**config.mk**
```make
export PLATFORM = sky130hd
export DESIGN_NAME = bit_population_counter_mc
export DESIGN_NICKNAME = d
export VERILOG_FILES = /design/src/rtl/bit_population_counter_mc.sv
export SDC_FILE = /design/constraint.sdc
export NUM_CORES = 1
export LEC_CHECK = 0
export ABC_AREA = 1
export ABC_CLOCK_PERIOD_IN_PS = 3810
export CORE_MARGIN = 2
export CORE_UTILIZATION = 47
export CTS_CLUSTER_DIAMETER = 150
export DETAILED_ROUTE_END_ITERATION = 10
export PLACE_DENSITY_LB_ADDON = 0.12
export SETUP_SLACK_MARGIN = 0.02
export SYNTH_ARGS = -nofsm -noshare
export SYNTH_HDL_FRONTEND = slang
export SYNTH_SLANG_ARGS = --single-unit
```
**constraint.sdc**
```tcl
create_clock -name clk_i -period 3.81 [get_ports clk_i]
set_input_delay 0.381 -clock clk_i [delete_from_list [all_inputs] [get_ports clk_i]]
set_output_delay 0.381 -clock clk_i [all_outputs]
set_load 0.03 [all_outputs]
```
**src/rtl/bit_population_counter_mc.sv**
```systemverilog
// Multi-cycle handshaked population counter: latches one word, sums CHUNK bits per cycle.
// Optional BIT_POPULATION_COUNTER_MC_PARITY_EN adds parity_o (LSB of the registered count).
module bit_population_counter_mc #(
    parameter int WIDTH = 32,
    parameter int CHUNK = 8
) (
    input  logic                     clk_i,
    input  logic                     srst_i,
    input  logic [WIDTH-1:0]         data_i,
    input  logic                     data_val_i,
    output logic                     data_ready_o,
    input  logic                     invert_i,
    output logic [$clog2(WIDTH):0]   data_o,
    output logic                     data_val_o,
    input  logic                     data_ready_i
`ifdef BIT_POPULATION_COUNTER_MC_PARITY_EN
    ,
    output logic                     parity_o
`endif
);

    localparam int N_CHUNKS = (WIDTH + CHUNK - 1) / CHUNK;
    localparam int PAD_W    = N_CHUNKS * CHUNK;
    localparam int CNT_W    = $clog2(WIDTH) + 1;
    localparam int SUM_W    = $clog2(CHUNK) + 1;
    localparam int IDX_W    = (N_CHUNKS > 1) ? $clog2(N_CHUNKS) : 1;

    typedef enum logic [1:0] {
        IDLE,
        COUNT,
        DONE
    } state_t;

    state_t             state_q, state_d;
    logic [PAD_W-1:0]   shadow_q, shadow_d;
    logic [PAD_W-1:0]   shifted;
    logic [CHUNK-1:0]   chunk;
    logic [SUM_W-1:0]   chunk_sum;
    logic [CNT_W-1:0]   acc_q, acc_next;
    logic [CNT_W-1:0]   result_q;
    logic [IDX_W-1:0]   idx_q;
    logic [WIDTH-1:0]   word_in;
    logic               last_chunk;
    logic               in_xfer;

    assign in_xfer    = data_val_i && data_ready_o;
    assign last_chunk = (idx_q == IDX_W'(N_CHUNKS - 1));
    assign word_in    = invert_i ? ~data_i : data_i;

    // Padding above WIDTH is zero-filled after inversion so it is never counted.
    always_comb begin
        shadow_d = '0;
        shadow_d[WIDTH-1:0] = word_in;
    end

    // NOTE: blocking assignments in combinational logic let the loop accumulate in order.
    always_comb begin
        shifted   = shadow_q >> (int'(idx_q) * CHUNK);
        chunk     = shifted[CHUNK-1:0];
        chunk_sum = '0;
        for (int i = 0; i < CHUNK; i++) begin
            chunk_sum = chunk_sum + SUM_W'(chunk[i]);
        end
        acc_next = acc_q + CNT_W'(chunk_sum);
    end

    always_ff @(posedge clk_i) begin
        if (srst_i) begin
            state_q <= IDLE;
        end else begin
            state_q <= state_d;
        end
    end

    // NOTE: every output gets a default first, so no path through the case infers a latch.
    always_comb begin
        state_d      = state_q;
        data_ready_o = 1'b0;
        data_val_o   = 1'b0;
        unique case (state_q)
            IDLE: begin
                data_ready_o = 1'b1;
                if (data_val_i) begin
                    state_d = COUNT;
                end
            end
            COUNT: begin
                if (last_chunk) begin
                    state_d = DONE;
                end
            end
            DONE: begin
                data_val_o = 1'b1;
                if (data_ready_i) begin
                    state_d = IDLE;
                end
            end
            default: state_d = IDLE;
        endcase
    end

    // NOTE: the shadow word is pure datapath, always loaded before use, so it carries no reset.
    always_ff @(posedge clk_i) begin
        if (state_q == IDLE && in_xfer) begin
            shadow_q <= shadow_d;
        end
    end

    always_ff @(posedge clk_i) begin
        if (srst_i) begin
            acc_q    <= '0;
            idx_q    <= '0;
            result_q <= '0;
        end else begin
            unique case (state_q)
                IDLE: begin
                    if (in_xfer) begin
                        acc_q <= '0;
                        idx_q <= '0;
                    end
                end
                COUNT: begin
                    acc_q <= acc_next;
                    idx_q <= idx_q + 1'b1;
                    if (last_chunk) begin
                        result_q <= acc_next;
                    end
                end
                default: ;
            endcase
        end
    end

    assign data_o = result_q;

`ifdef BIT_POPULATION_COUNTER_MC_PARITY_EN
    // The count's LSB is the XOR of the counted bits.
    assign parity_o = result_q[0];
`endif

endmodule

```
-- After elaboration in Yosys (flattened, before gate mapping)
Index checks and enable logic that the tools add are counted.
- bits in registers: 48
- bits in latches: 0
- bits in writable memories: 0
- ROM bits: 0
- input port bits: 37
- output and inout bits: 8
- word-level logic and storage cells: 41
- memories kept: 0
- $add $sub $neg: 9
- multiply operators: 0
- divide/modulo/power cells: 0
- order comparisons: 0
- equality and inequality tests: 7
- shifts and indexed selects: 1
- mux-type cells: 11
- bitwise operators: 1
- reduce and logical (&&, ||, !) cells: 7
- operator list (cell ; count):
    $mux 32 ; 1
    $not 32->32 ; 1
    $shr 32x5->8 ; 1
    $add 4x1->4 ; 4
    $pmux 6 s2 ; 1
    $mux 2 ; 4
    $ne 2x2->1 const B ; 4
    $add 6x4->6 ; 1
    $mux 6 ; 1
    $pmux 2 s3 ; 1
    $add 3x1->4 ; 1
    $eq 2x2->1 const B ; 2
    $pmux 2 s2 ; 1
    $reduce_and 2->1 ; 2
    $add 2x1->3 ; 1
    $reduce_and 3->1 ; 1
    $add 1x1->2 ; 1
    $add 2x1->2 const B ; 1
    $eq 2x1->1 const B ; 1
    $logic_and 1x1->1 ; 2
    $logic_not 2->1 ; 1
    $mux 1 ; 2
    $reduce_bool 2->1 ; 1

-- Logic depth before layout (Yosys ltp)
Gate-level depths: netlist of run 1.
- word-level depth: 10
- mapped depth: 20
- mapped depth without buffers: 18

-- Least setup slack after synthesis of run 1
OpenSTA, ideal clock, no wires.
- path kind: register to register
- from: reg idx_q[0]
- to: reg acc_q[4]
- library setup time: 0.070 ns
- data arrival time: 3.914 ns
- data required time: 3.740 ns
- setup slack: -0.174 ns
- stages on the path, launching flop included: 17
- buffers on the path: 2
- period minus slack after synthesis: 3.984 ns
- cells stage by stage: dfxtp_1 buf_2 inv_2 buf_4 o21ai_0 o22ai_1 fa_1 fa_1 inv_1 fa_1 fa_1 fa_1 nand3b_1 nand2_1 xor2_1 nand2_1 a21oi_1
- word-level cells in the longest chain between the ends: 10
- RTL lines (element ; line ; text):
    start, declared ; 41 ; logic [IDX_W-1:0] idx_q;
    start signal, assigned ; 124 ; idx_q <= idx_q + 1'b1;
    $shr 32x5->8 * ; 58 ; shifted = shadow_q >> (int'(idx_q) * CHUNK);
    $add 1x1->2 ; 62 ; chunk_sum = chunk_sum + SUM_W'(chunk[i]);
    $add 2x1->3 ; 62 ;
    $add 3x1->4 ; 62 ;
    $add 4x1->4 (3 in series) ; 62 ;
    $add 4x1->4 * ; 62 ;
    $add 6x4->6 * ; 64 ; acc_next = acc_q + CNT_W'(chunk_sum);
    $pmux 6 s2 * ; 115 ; unique case (state_q)
    end signal, assigned ; 123 ; acc_q <= acc_next;
    end, declared ; 39 ; logic [CNT_W-1:0] acc_q, acc_next;
Every way passes the cells marked *; elsewhere a longest branch is shown, timed or not.
A chain may end at the register's enable or synchronous reset.

-- Worst setup path after layout of run 1
- from: reg shadow_q[17]
- to: reg acc_q[4]
- word-level cells in the longest chain between the ends: 10
- RTL lines (element ; line ; text):
    start, declared ; 35 ; logic [PAD_W-1:0] shadow_q, shadow_d;
    start signal, assigned ; 105 ; shadow_q <= shadow_d;
    $shr 32x5->8 ; 58 ;
    $add 1x1->2 ; 62 ;
    $add 2x1->3 ; 62 ;
    $add 3x1->4 ; 62 ;
    $add 4x1->4 (4 in series) ; 62 ;
    $add 6x4->6 ; 64 ;
    $pmux 6 s2 ; 115 ;
Every way passes these cells.

==> results of run 1 <==
-- cell type report --
class                   instances  share of cell area (%)
multi-input cells             154                    34.1
repair buffers                 49                    15.2
well taps                      70                    2.84
flip-flops and latches         48                    41.6
clock inverters                 3                    1.22
clock buffers                   5                    2.23
inverters                      22                    2.71
-- where the power goes --
group          internal, mW  switching [mW]
registers             0.613          0.0226
clock network         0.191           0.161
logic                 0.220           0.279
-- tightest hold or removal path, delay by kind of cell (launching register included) --
kind	cells	cell delay (ns)
simple gates	1	0.06
compound gates	1	0.05
flops	1	0.32
-- how the worst max path moves through the flow --
stage               endpoint  slack [ns]
finish              acc_q[4]        0.19
floorplan           acc_q[4]        0.08
global placement    acc_q[4]        0.10
CTS                 acc_q[4]        0.09
global route        acc_q[4]       -0.03
detailed placement  acc_q[4]       -0.03
-- metal layers --
layer | track usage (%) | vias to the layer above | wire [um]
li1 | - | 860 | -
met1 | 20.2 | 760 | 1890
met2 | 24.2 | 46 | 1950
met3 | 6.04 | 8 | 236
met4 | 5.27 | 0 | 74
met5 | 0 | - | 0
-- metrics by stage --
step | area [um^2] | util, % | std cells | setup TNS [ns] | total power [mW]
after detailed placement | 2940 | 57.9 | 342 | -0.0278 | 1.15
after CTS | 3050 | 60.0 | 350 | 0 | 1.49
final | 3090 | 60.9 | 351 | 0 | 1.49
after global placement | 2940 | 57.9 | 342 | 0 | 1.14
after floorplan | 2450 | - | 234 | 0 | 1.02
after global routing | 3090 | 60.9 | 351 | -0.0316 | 1.62
-- state kept, by name, summed over array words and instances, names as in the netlist --
| name | count |
|---|---|
| acc_q | 6 |
| data_o | 6 |
| idx_q | 2 |
| shadow_q | 32 |
| state_q | 2 |
-- cell usage in the layout (no fill, tap or decap), drive strengths merged --
cell type	count
o22ai	4
clkinv	3
dfxtp	16
o21ai	11
inv	21
fa	5
nand3b	1
a21oi	17
xnor2	1
a32o	4
edfxtp	32
clkbuf	5
ha	7
bufinv	1
nand2	48
xor2	34
nor2	15
nand4	1
clkdlybuf4s50	43
o21a	1
buf	6
nand3	3
o21bai	2
-- cell families after synthesis --
logic type | count (synthesis) | synth area share, %
xor gates and xnor gates | 35 | 12.9
buffers and inverters | 32 | 5.94
adders and majority gates | 12 | 7.68
DFF | 48 | 52.5
and+or+nand+nor | 68 | 11.6
AOI/OAI and AO/OA | 39 | 9.48
-- repair_timing --
| item | CTS | global route |
|---|---|---|
| hold buffers | 0 | 0 |
| resized for setup | 1 | 15 |
| endpoints found under the setup margin | 1 | 4 |
| buffers inserted | 0 | 1 |
| pin swaps | 0 | 3 |
==> run summary, run 1 <==
Final WS setup: 0.192 ns
Setup crit start kind: flop
Multi-input gate area: 0.00105 mm^2
Reg2Reg Capture Point: acc_q[4]
Final number of setup-violating endpoints: 0
# H-tree levels: 2
Die ar.: 0.00579 mm^2
Clk_lat worst skew: 0.30 ns
Syn Nets: 283
Cell Pwr Density: 481 mW/mm^2
Die Wd: 76.1 um
Seq/Total Area, Yosys: 52.5%
Register Area: 0.00129 mm^2
Fin nets: 329
Die Y-Extent: 76.1 um
Setup WS pre-CTS: -0.0278 ns
Tmin final: 3.62 ns
WL final: 4.16 mm
Row cnt: 26
Fmax: 276 MHz
Diode count: 0
DRC violation count after routing: 0
Worst path max stage delay: 0.51 ns
Leakage Power: 1.23 nW
All-Layer GR Usage: 15.6%
Slowest stage cell on the critical path: fa_1
Hold Slack: 0.467 ns
Number of synthesis warnings: 0
Reg2reg path depth: 13
Async SR Flop Fraction: 0%
Top delay family on crit path: adder cells
First-pass GRT wire length: 7.10 mm
CTS buffer count: 5
CTS tree: yes
Hold Crit Start: data_o[1]
Worst-path fanout max: 2
CP bufs+invs: 1
Cells along the critical path: o21ai_0 > o22ai_2 > fa_1 > fa_1 > inv_1 > fa_1 > fa_2 > fa_2 > nand3b_1 > nand2_2 > xor2_2 > nand2_1 > a21oi_1
Worst Hold Path EP: data_o[1]
RSZ-0062 raised after global routing: yes
Top Ports: 45
Reg-to-reg startpoint: shadow_q[17]
Arr. time, crit path: 3.85 ns
CTS clk-pin slew, worst paths: 0.09 ns
Fin crit share: 95.0%
Share of layout cells above drive strength 1: 12.1%
Vias after detailed routing: 1674
Clk sinks: 48
GRT overflow: 0
Max Slew Vio Count: 0
Most frequent cells after synthesis: nand2_1, xor2_1, edfxtp_1
Root buf cell: clkbuf_8
R2R Setup Slk: 0.19 ns
Ys flop type: edfxtp_1
Measured slew at the worst slew-check pin: 0.817 ns
PortBufs: 44
Bufs on Longest Clock Path: 2
Detail Route Antenna Nets: 0
Core Box Area: 0.00507 mm^2
Initial antenna violation count: 0
Max Clock Skew: 0.00782 ns
Avg Cell Area, Syn: 10.4 um^2
Hold path depth: 2
CP dominant cell by count: fa_1
Cell depth of the worst setup path: 13
RePlAce Congestion: 0.786
Fillers: 448
Vias in the first global route: 1533
Hold WC Path Type: flop to flop
Worst vdd ir: 0.232 mV
Maxcap violations: 0
Relative slew slack: 45.5%
Setup crit start: shadow_q[17]
Drt initial violations: 83
Top-area cell type share of the netlist area: 39.3%
Dpl hpwl: 3.03 mm
First-pass iteration count of the detailed router: 4
Distinct cells, synth: 28
Top cells by area, synth: edfxtp_1, dfxtp_1, xor2_1
Vias per std cell: 4.77
Cells after synthesis: 234
WL per Instance: 11.8 um
Final Hold Viols: 0
P&R area growth vs syn: 26.5%
Synth area leader: edfxtp_1
Status: completed
Synthesized area: 0.00244 mm^2
Top-count cell post-synth: nand2_1
Worst setup path category: flop to flop
Yosys reg bits: 48
Worst Setup End Kind: flop
Largest net degree at the start of global routing: 33
Post-synth EDFFs: 32
WP data required: 4.04 ns
Starting Density: 48.1%
(Power assumes the default switching activity.)
==> inputs of run 2 (changes only) <==
CORE_MARGIN = 3   (was 2)
PLACE_DENSITY = 0.83   (was default)
PLACE_DENSITY_LB_ADDON = default   (was 0.12)
==> run 2 against run 1 <==
Critical path depth grew 1. Die area grew 5.3%. Cell area is 0.93% higher. Register-to-register slack got worse by 0.13 ns. Non-clock buffer count unchanged. Core utilization grew 3.0 points. Flip-flop and latch count unchanged. Final cell count is 0.85% lower. Count of clock-buffer cells in the layout is 1 higher. Total power grew 7.5%. Global-route usage grew 0.50 points. Clock power grew 20%. Largest cell class unchanged. Largest power group unchanged. Highest routed layer unchanged.
==> run summary, run 2 (synthesis results as in run 1) <==
Fin crit share: 98.4% (+3.4 points)
Fmax: 267 MHz (-3.5%)
Bufs on Longest Clock Path: 2 (unchanged)
Tmin final: 3.75 ns (+0.129 ns)
Reg2Reg Capture Point: acc_q[4]
Measured slew at the worst slew-check pin: 0.801 ns (-0.0165 ns)
Die Wd: 78.1 um (+2.6%)
Final instance area: 0.00312 mm^2 (+0.93%)
Share of layout cells above drive strength 1: 12.1% (unchanged)
First-pass iteration count of the detailed router: 4 (unchanged)
Starting Density: 50.1% (+1.9 points)
Diode count: 0 (unchanged)
Largest net degree at the start of global routing: 33 (unchanged)
CTS tree: yes
Row cnt: 25 (-3.8%)
CTS buffer count: 5 (unchanged)
Placed inst area: 0.00294 mm^2 (+0.13%)
WL final: 4.67 mm (+12%)
Max reg flops: 32 (unchanged)
Most frequent cells in the layout: nand2_1, clkdlybuf4s50_1, xor2_1, edfxtp_1, inv_1
Cells along the critical path: inv_4 > nor2_1 > o22ai_2 > fa_1 > fa_1 > inv_1 > fa_1 > fa_2 > fa_2 > nand3b_1 > nand2_1 > xor2_2 > nand2_1 > a21oi_1
Max Slew Vio Count: 0 (unchanged)
Non-filler instance count after layout: 348 (-0.85%)
All-Layer GR Usage: 16.1% (+0.50 points)
Die Y-Extent: 78.1 um (+2.6%)
RePlAce Congestion: 0.903 (+15%)
Setup crit start: idx_q[0]
Setup crit end: acc_q[4]
R2R Setup Slk: 0.06 ns (-0.13 ns)
Worst path max stage delay: 0.51 ns (about the same)
Initial antenna violation count: 0 (unchanged)
Top delay family on crit path: adder cells
Most common cell after layout, fill and taps aside: nand2_1
Number of cells after detailed placement: 340 (-0.58%)
Worst vdd ir: 0.285 mV (+23%)
Cell depth of the worst setup path: 14 (+1)
P&R area growth vs syn: 27.7%
PortBufs: 44 (unchanged)
Dpl hpwl: 3.53 mm (+16%)
Most flops, register: shadow_q
Core Box Area: 0.00488 mm^2 (-3.8%)
Clk_lat worst skew: 0.29 ns (about the same)
Arr. time, crit path: 3.97 ns (+0.12 ns)
GRT overflow: 0 (unchanged)
RSZ-0062 raised after global routing: yes
WP data required: 4.03 ns (about the same)
Clk sinks: 48 (unchanged)
CTS clk-pin slew, worst paths: 0.08 ns (about the same)
CP bufs+invs: 2 (+1)
Worst-path fanout max: 10 (+8)
Leakage Power: 1.25 nW (+1.3%)
Max Clock Skew: 0.00458 ns (-0.00324 ns)
Vias in the first global route: 1779 (+16%)
CP dominant cell by count: fa_1
Root buf cell: clkbuf_8
Worst Setup End Kind: flop
Vias after detailed routing: 1705 (+1.9%)
Setup_tns: 0 ns (unchanged)
DRC violation count after routing: 0 (unchanged)
Post-CTS setup buffers: 0 (unchanged)
Status: completed
Setup crit start kind: flop
Reg-to-reg startpoint: idx_q[0]
Relative slew slack: 46.6% (+1.1 points)
Hold WC Path Type: flop to flop
Reg2reg path depth: 14 (+1)
Maxcap violations: 0 (unchanged)
Final number of setup-violating endpoints: 0 (unchanged)
# H-tree levels: 2 (unchanged)
Slowest stage cell on the critical path: fa_1
Fin nets: 329 (unchanged)
First-pass GRT wire length: 7.69 mm (+8.3%)
Power Total: 1.60 mW (+7.5%)
Cell Pwr Density: 513 mW/mm^2 (+6.6%)
Vias per std cell: 4.90 (+2.7%)
Final Hold Viols: 0 (unchanged)
Top Ports: 45 (unchanged)
Detail Route Antenna Nets: 0 (unchanged)
WL per Instance: 13.4 um (+13%)
Drt initial violations: 88 (+6.0%)
Worst setup path category: flop to flop
Die ar.: 0.00610 mm^2 (+5.3%)
==> run 2: cell types whose count changed in the layout (fill, tap and decap cells not counted), moves of 2 or more <==
cell      delta
clkinv_1     -2
nor2_2       -2
o21ai_1      -2
o21ai_2      +2
==> run 2: area by class of cell <==
| cell class | instances | area (um^2) |
|---|---|---|
| Clock inverter | 2 | 60.1 |
| Sequential cell | 48 | 1290 |
| Clock buffer | 6 | 72.6 |
| Inverter | 22 | 86.3 |
| Tap cell | 67 | 83.8 |
| Multi-Input combinational cell | 154 | 1060 |
| Timing Repair Buffer | 49 | 473 |
| Fill cell | 406 | 1760 |
==> run 2: stage by stage <==
step | util, % | hold slack [ns] | setup WS, ns
finish | 63.9 | 0.465 | 0.0628
global route | 63.9 | 0.505 | -0.105
CTS | 63.1 | 0.470 | 0.0344
detailed placement | 60.3 | 0.457 | -0.0776
global placement | 60.3 | 0.453 | 0.133
floorplan | - | 0.443 | 0.0758
==> run 2: repair_timing <==
item                                    in CTS  in global routing
endpoints found under the setup margin       2                  4
pin swaps                                    0                  1
hold buffers                                 0                  0
resized for setup                            2                 14
==> run 2: power breakdown <==
part           internal [mW]  switching, mW  total (mW)
combinational          0.230          0.308       0.538
clock                  0.262          0.160       0.422
sequential             0.613         0.0255       0.638
==> run 2: worst register-to-register path, cell delays in order, from the launching register on <==
cell	delay, ns
dfxtp_4	0.41
inv_4	0.07
nor2_1	0.20
o22ai_2	0.13
fa_1	0.46
fa_1	0.51
inv_1	0.05
fa_1	0.47
fa_2	0.38
fa_2	0.36
nand3b_1	0.16
nand2_1	0.11
xor2_2	0.16
nand2_1	0.07
a21oi_1	0.13
==> run 2: worst min-delay path by stage <==
| stage | from | end | slack [ns] | cells past startpoint |
|---|---|---|---|---|
| finish | data_o[1] | data_o[1] | 0.47 | 2 |
| global route | data_o[1] | data_o[1] | 0.50 | 2 |
| CTS | data_o[1] | data_o[1] | 0.47 | 2 |
| detailed placement | data_o[1] | data_o[1] | 0.46 | 2 |
| global placement | data_o[2] | data_o[2] | 0.45 | 2 |
| floorplan | acc_q[2] | acc_q[2] | 0.44 | 2 |
==> run 2: layer usage <==
| metal | GRT usage (%) | vias to the layer above | part of all wire (%) |
|---|---|---|---|
| li1 | - | 858 | - |
| met1 | 17.7 | 777 | 40 |
| met2 | 28.5 | 59 | 52 |
| met3 | 4.82 | 11 | 5.9 |
| met4 | 7.52 | 0 | 2.3 |
| met5 | 0 | - | 0 |
==> inputs of run 3 (changes only) <==
PLACE_DENSITY = 0.84   (was 0.83)
SLEW_MARGIN = 30   (was default)
==> run 3 against run 2 <==
Setup slack got worse by 0.024 ns. Clock power shrank 17%. Cell area decreased by 1.3%. Wire length decreased by 9.4%. Final cell count grew 0.29%. Sequential share of layout area up 0.54 points. Sequential power is essentially flat. Clock skew about the same. Highest routed layer unchanged.
==> run summary, run 3 (synthesis results as in run 1) <==
CTS buffer count: 5 (unchanged)
Fin crit share: 99.0% (+0.63 points)
Hold path depth: 2 (unchanged)
Setup crit start kind: flop
Hold Slack: 0.466 ns (+0.000509 ns)
Dpl hpwl: 3.28 mm (-7.1%)
Initial antenna violation count: 0 (unchanged)
Setup crit start: idx_q[0]
Clk sinks: 48 (unchanged)
Detail Route Antenna Nets: 0 (unchanged)
Max Slew Vio Count: 0 (unchanged)
Die Y-Extent: 78.1 um (unchanged)
Top delay family on crit path: adder cells
Worst setup path category: flop to flop
Hold Crit Start: data_o[1]
PortBufs: 44 (unchanged)
Clk network pwr share: 23.1% (-3.3 points)
Diode count: 0 (unchanged)
Drt initial violations: 85 (-3.4%)
Uppermost layer routed: met4
Share of layout cells above drive strength 1: 11.3% (-0.75 points)
Reg-to-reg startpoint: idx_q[0]
Most frequent cells in the layout: nand2_1, clkdlybuf4s50_1, xor2_1
Number of cells after detailed placement: 340 (unchanged)
Final number of setup-violating endpoints: 0 (unchanged)
Slowest stage cell on the critical path: fa_1
CP bufs+invs: 2 (unchanged)
Most common cell after layout, fill and taps aside: nand2_1
Switching Fraction: 31.6% (+0.76 points)
Die Wd: 78.1 um (unchanged)
Switch Pwr: 0.482 mW (-2.3%)
Register share of total power: 41.8% (+1.9 points)
Hold WC Path Type: flop to flop
Bufs on Longest Clock Path: 2 (unchanged)
Internal power: 1.04 mW (-5.7%)
Measured slew at the worst slew-check pin: 0.816 ns (+0.0148 ns)
Row cnt: 25 (unchanged)
First-pass iteration count of the detailed router: 4 (unchanged)
Tmin final: 3.77 ns (+0.0240 ns)
Wire length on met1: 1.80 mm (-3.3%)
Clk_lat worst skew: 0.30 ns (about the same)
WP data required: 4.04 ns (about the same)
Vias in the first global route: 1650 (-7.3%)
Met3 wire length: 275 um (-0.36%)
Vias after detailed routing: 1708 (+0.18%)
Top Ports: 45 (unchanged)
Vias per std cell: 4.89 (-0.11%)
Worst Setup End Kind: flop
Combinational Power Share: 35.1% (+1.4 points)
DRC violation count after routing: 0 (unchanged)
Leakage Power: 1.23 nW (-0.95%)
WL final: 4.23 mm (-9.4%)
CTS clk-pin slew, worst paths: 0.08 ns (about the same)
Cell depth of the worst setup path: 14 (unchanged)
Worst vdd ir: 0.267 mV (-6.1%)
Arr. time, crit path: 4.00 ns (+0.03 ns)
Relative slew slack: 45.6% (-0.99 points)
Power Total: 1.52 mW (-4.7%)
Cells along the critical path: inv_4 > o21ai_0 > o22ai_2 > fa_1 > fa_1 > inv_1 > fa_1 > fa_2 > fa_2 > nand3b_1 > nand2_1 > xor2_1 > nand2_1 > a21oi_2
WL per Instance: 12.1 um (-9.6%)
Core Util, Final: 63.1% (-0.82 points)
Largest net degree at the start of global routing: 34 (+3.0%)
Max Clock Skew: 0.00458 ns (-0.00000305 ns)
Final Hold Viols: 0 (unchanged)
Worst-path fanout max: 10 (unchanged)
Non-filler instance count after layout: 349 (+0.29%)
Cell Pwr Density: 495 mW/mm^2 (-3.5%)
# H-tree levels: 2 (unchanged)
All-Layer GR Usage: 14.8% (-1.3 points)
First-pass GRT wire length: 7.09 mm (-7.7%)
CTS tree: yes
Fin nets: 330 (+0.30%)
Reg2reg path depth: 14 (unchanged)
Core Box Area: 0.00488 mm^2 (unchanged)
CP dominant cell by count: fa_1
# hold bufs at CTS: 0 (unchanged)
P&R area growth vs syn: 26.0%
Most flops, register: shadow_q
GRT overflow: 0 (unchanged)
RSZ-0062 raised after global routing: yes
RePlAce Congestion: 0.906 (+0.24%)
Max reg flops: 32 (unchanged)
Fmax: 265 MHz (-0.64%)
Die ar.: 0.00610 mm^2 (unchanged)
Starting Density: 50.1% (unchanged)
Met2 wire len: 2.01 mm (-17%)
Maxcap violations: 0 (unchanged)
Root buf cell: clkbuf_8
Status: completed
Worst path max stage delay: 0.51 ns (about the same)
-- run 3: changes by cell type in the layout (fill, tap and decap cells not counted), sizes merged --
| cell | change |
|---|---|
| bufinv | -1 |
| clkinv | +1 |
| buf | +1 |
-- run 3: area by class of cell --
type	count	area [um^2]
Fill cell	401	1800
Sequential cell	48	1290
Multi-Input combinational cell	154	1030
Timing Repair Buffer	50	480
Inverter	22	86.3
Tap cell	67	83.8
Clock buffer	6	72.6
Clock inverter	2	35.0
-- run 3: worst paths after layout --
path,endpoint,slack [ns]
max,acc_q[4],0.04
min,data_o[1],0.47
max reg2reg,acc_q[4],0.04
min reg2reg,data_o[1],0.47
-- run 3: worst register-to-register path: stages, from the launching register on --
cell and delay (ns):
dfxtp_4 0.40, inv_4 0.06, o21ai_0 0.22, o22ai_2 0.11
fa_1 0.48, fa_1 0.51, inv_1 0.05, fa_1 0.46
fa_2 0.39, fa_2 0.36, nand3b_1 0.16, nand2_1 0.08
xor2_1 0.20, nand2_1 0.09, a21oi_2 0.12
-- run 3: power by group through the flow --
stage | Combinational [mW] | Sequential (mW) | Clock [mW]
6_report | 0.535 | 0.636 | 0.352
5_1_grt | 0.607 | 0.640 | 0.384
3_5_place_dp | 0.517 | 0.648 | 0
3_3_place_gp | 0.497 | 0.645 | 0
4_1_cts | 0.518 | 0.636 | 0.362
2_1_floorplan | 0.377 | 0.639 | 0
-- run 3: metrics by stage --
stage | setup WS [ns] | TNS (ns) | instance area [um^2]
finish | 0.0388 | 0 | 3080
global route | -0.113 | -0.150 | 3080
CTS | 0.0526 | 0 | 3050
detailed placement | -0.0316 | -0.0316 | 2940
global placement | 0.131 | 0 | 2940
floorplan | 0.0758 | 0 | 2450
-- run 3: layer usage --
metal / global-route usage, % / up-vias
met4: 7.17 / 0
met5: 0 / -
met3: 4.47 / 14
li1: - / 861
met1: 17.3 / 768
met2: 24.7 / 65
-- run 3: timing repair --
action | CTS | global route
gates resized for setup | 1 | 8
setup endpoints to repair | 1 | 4
pin swaps | 0 | 3
buffers inserted | 0 | 1
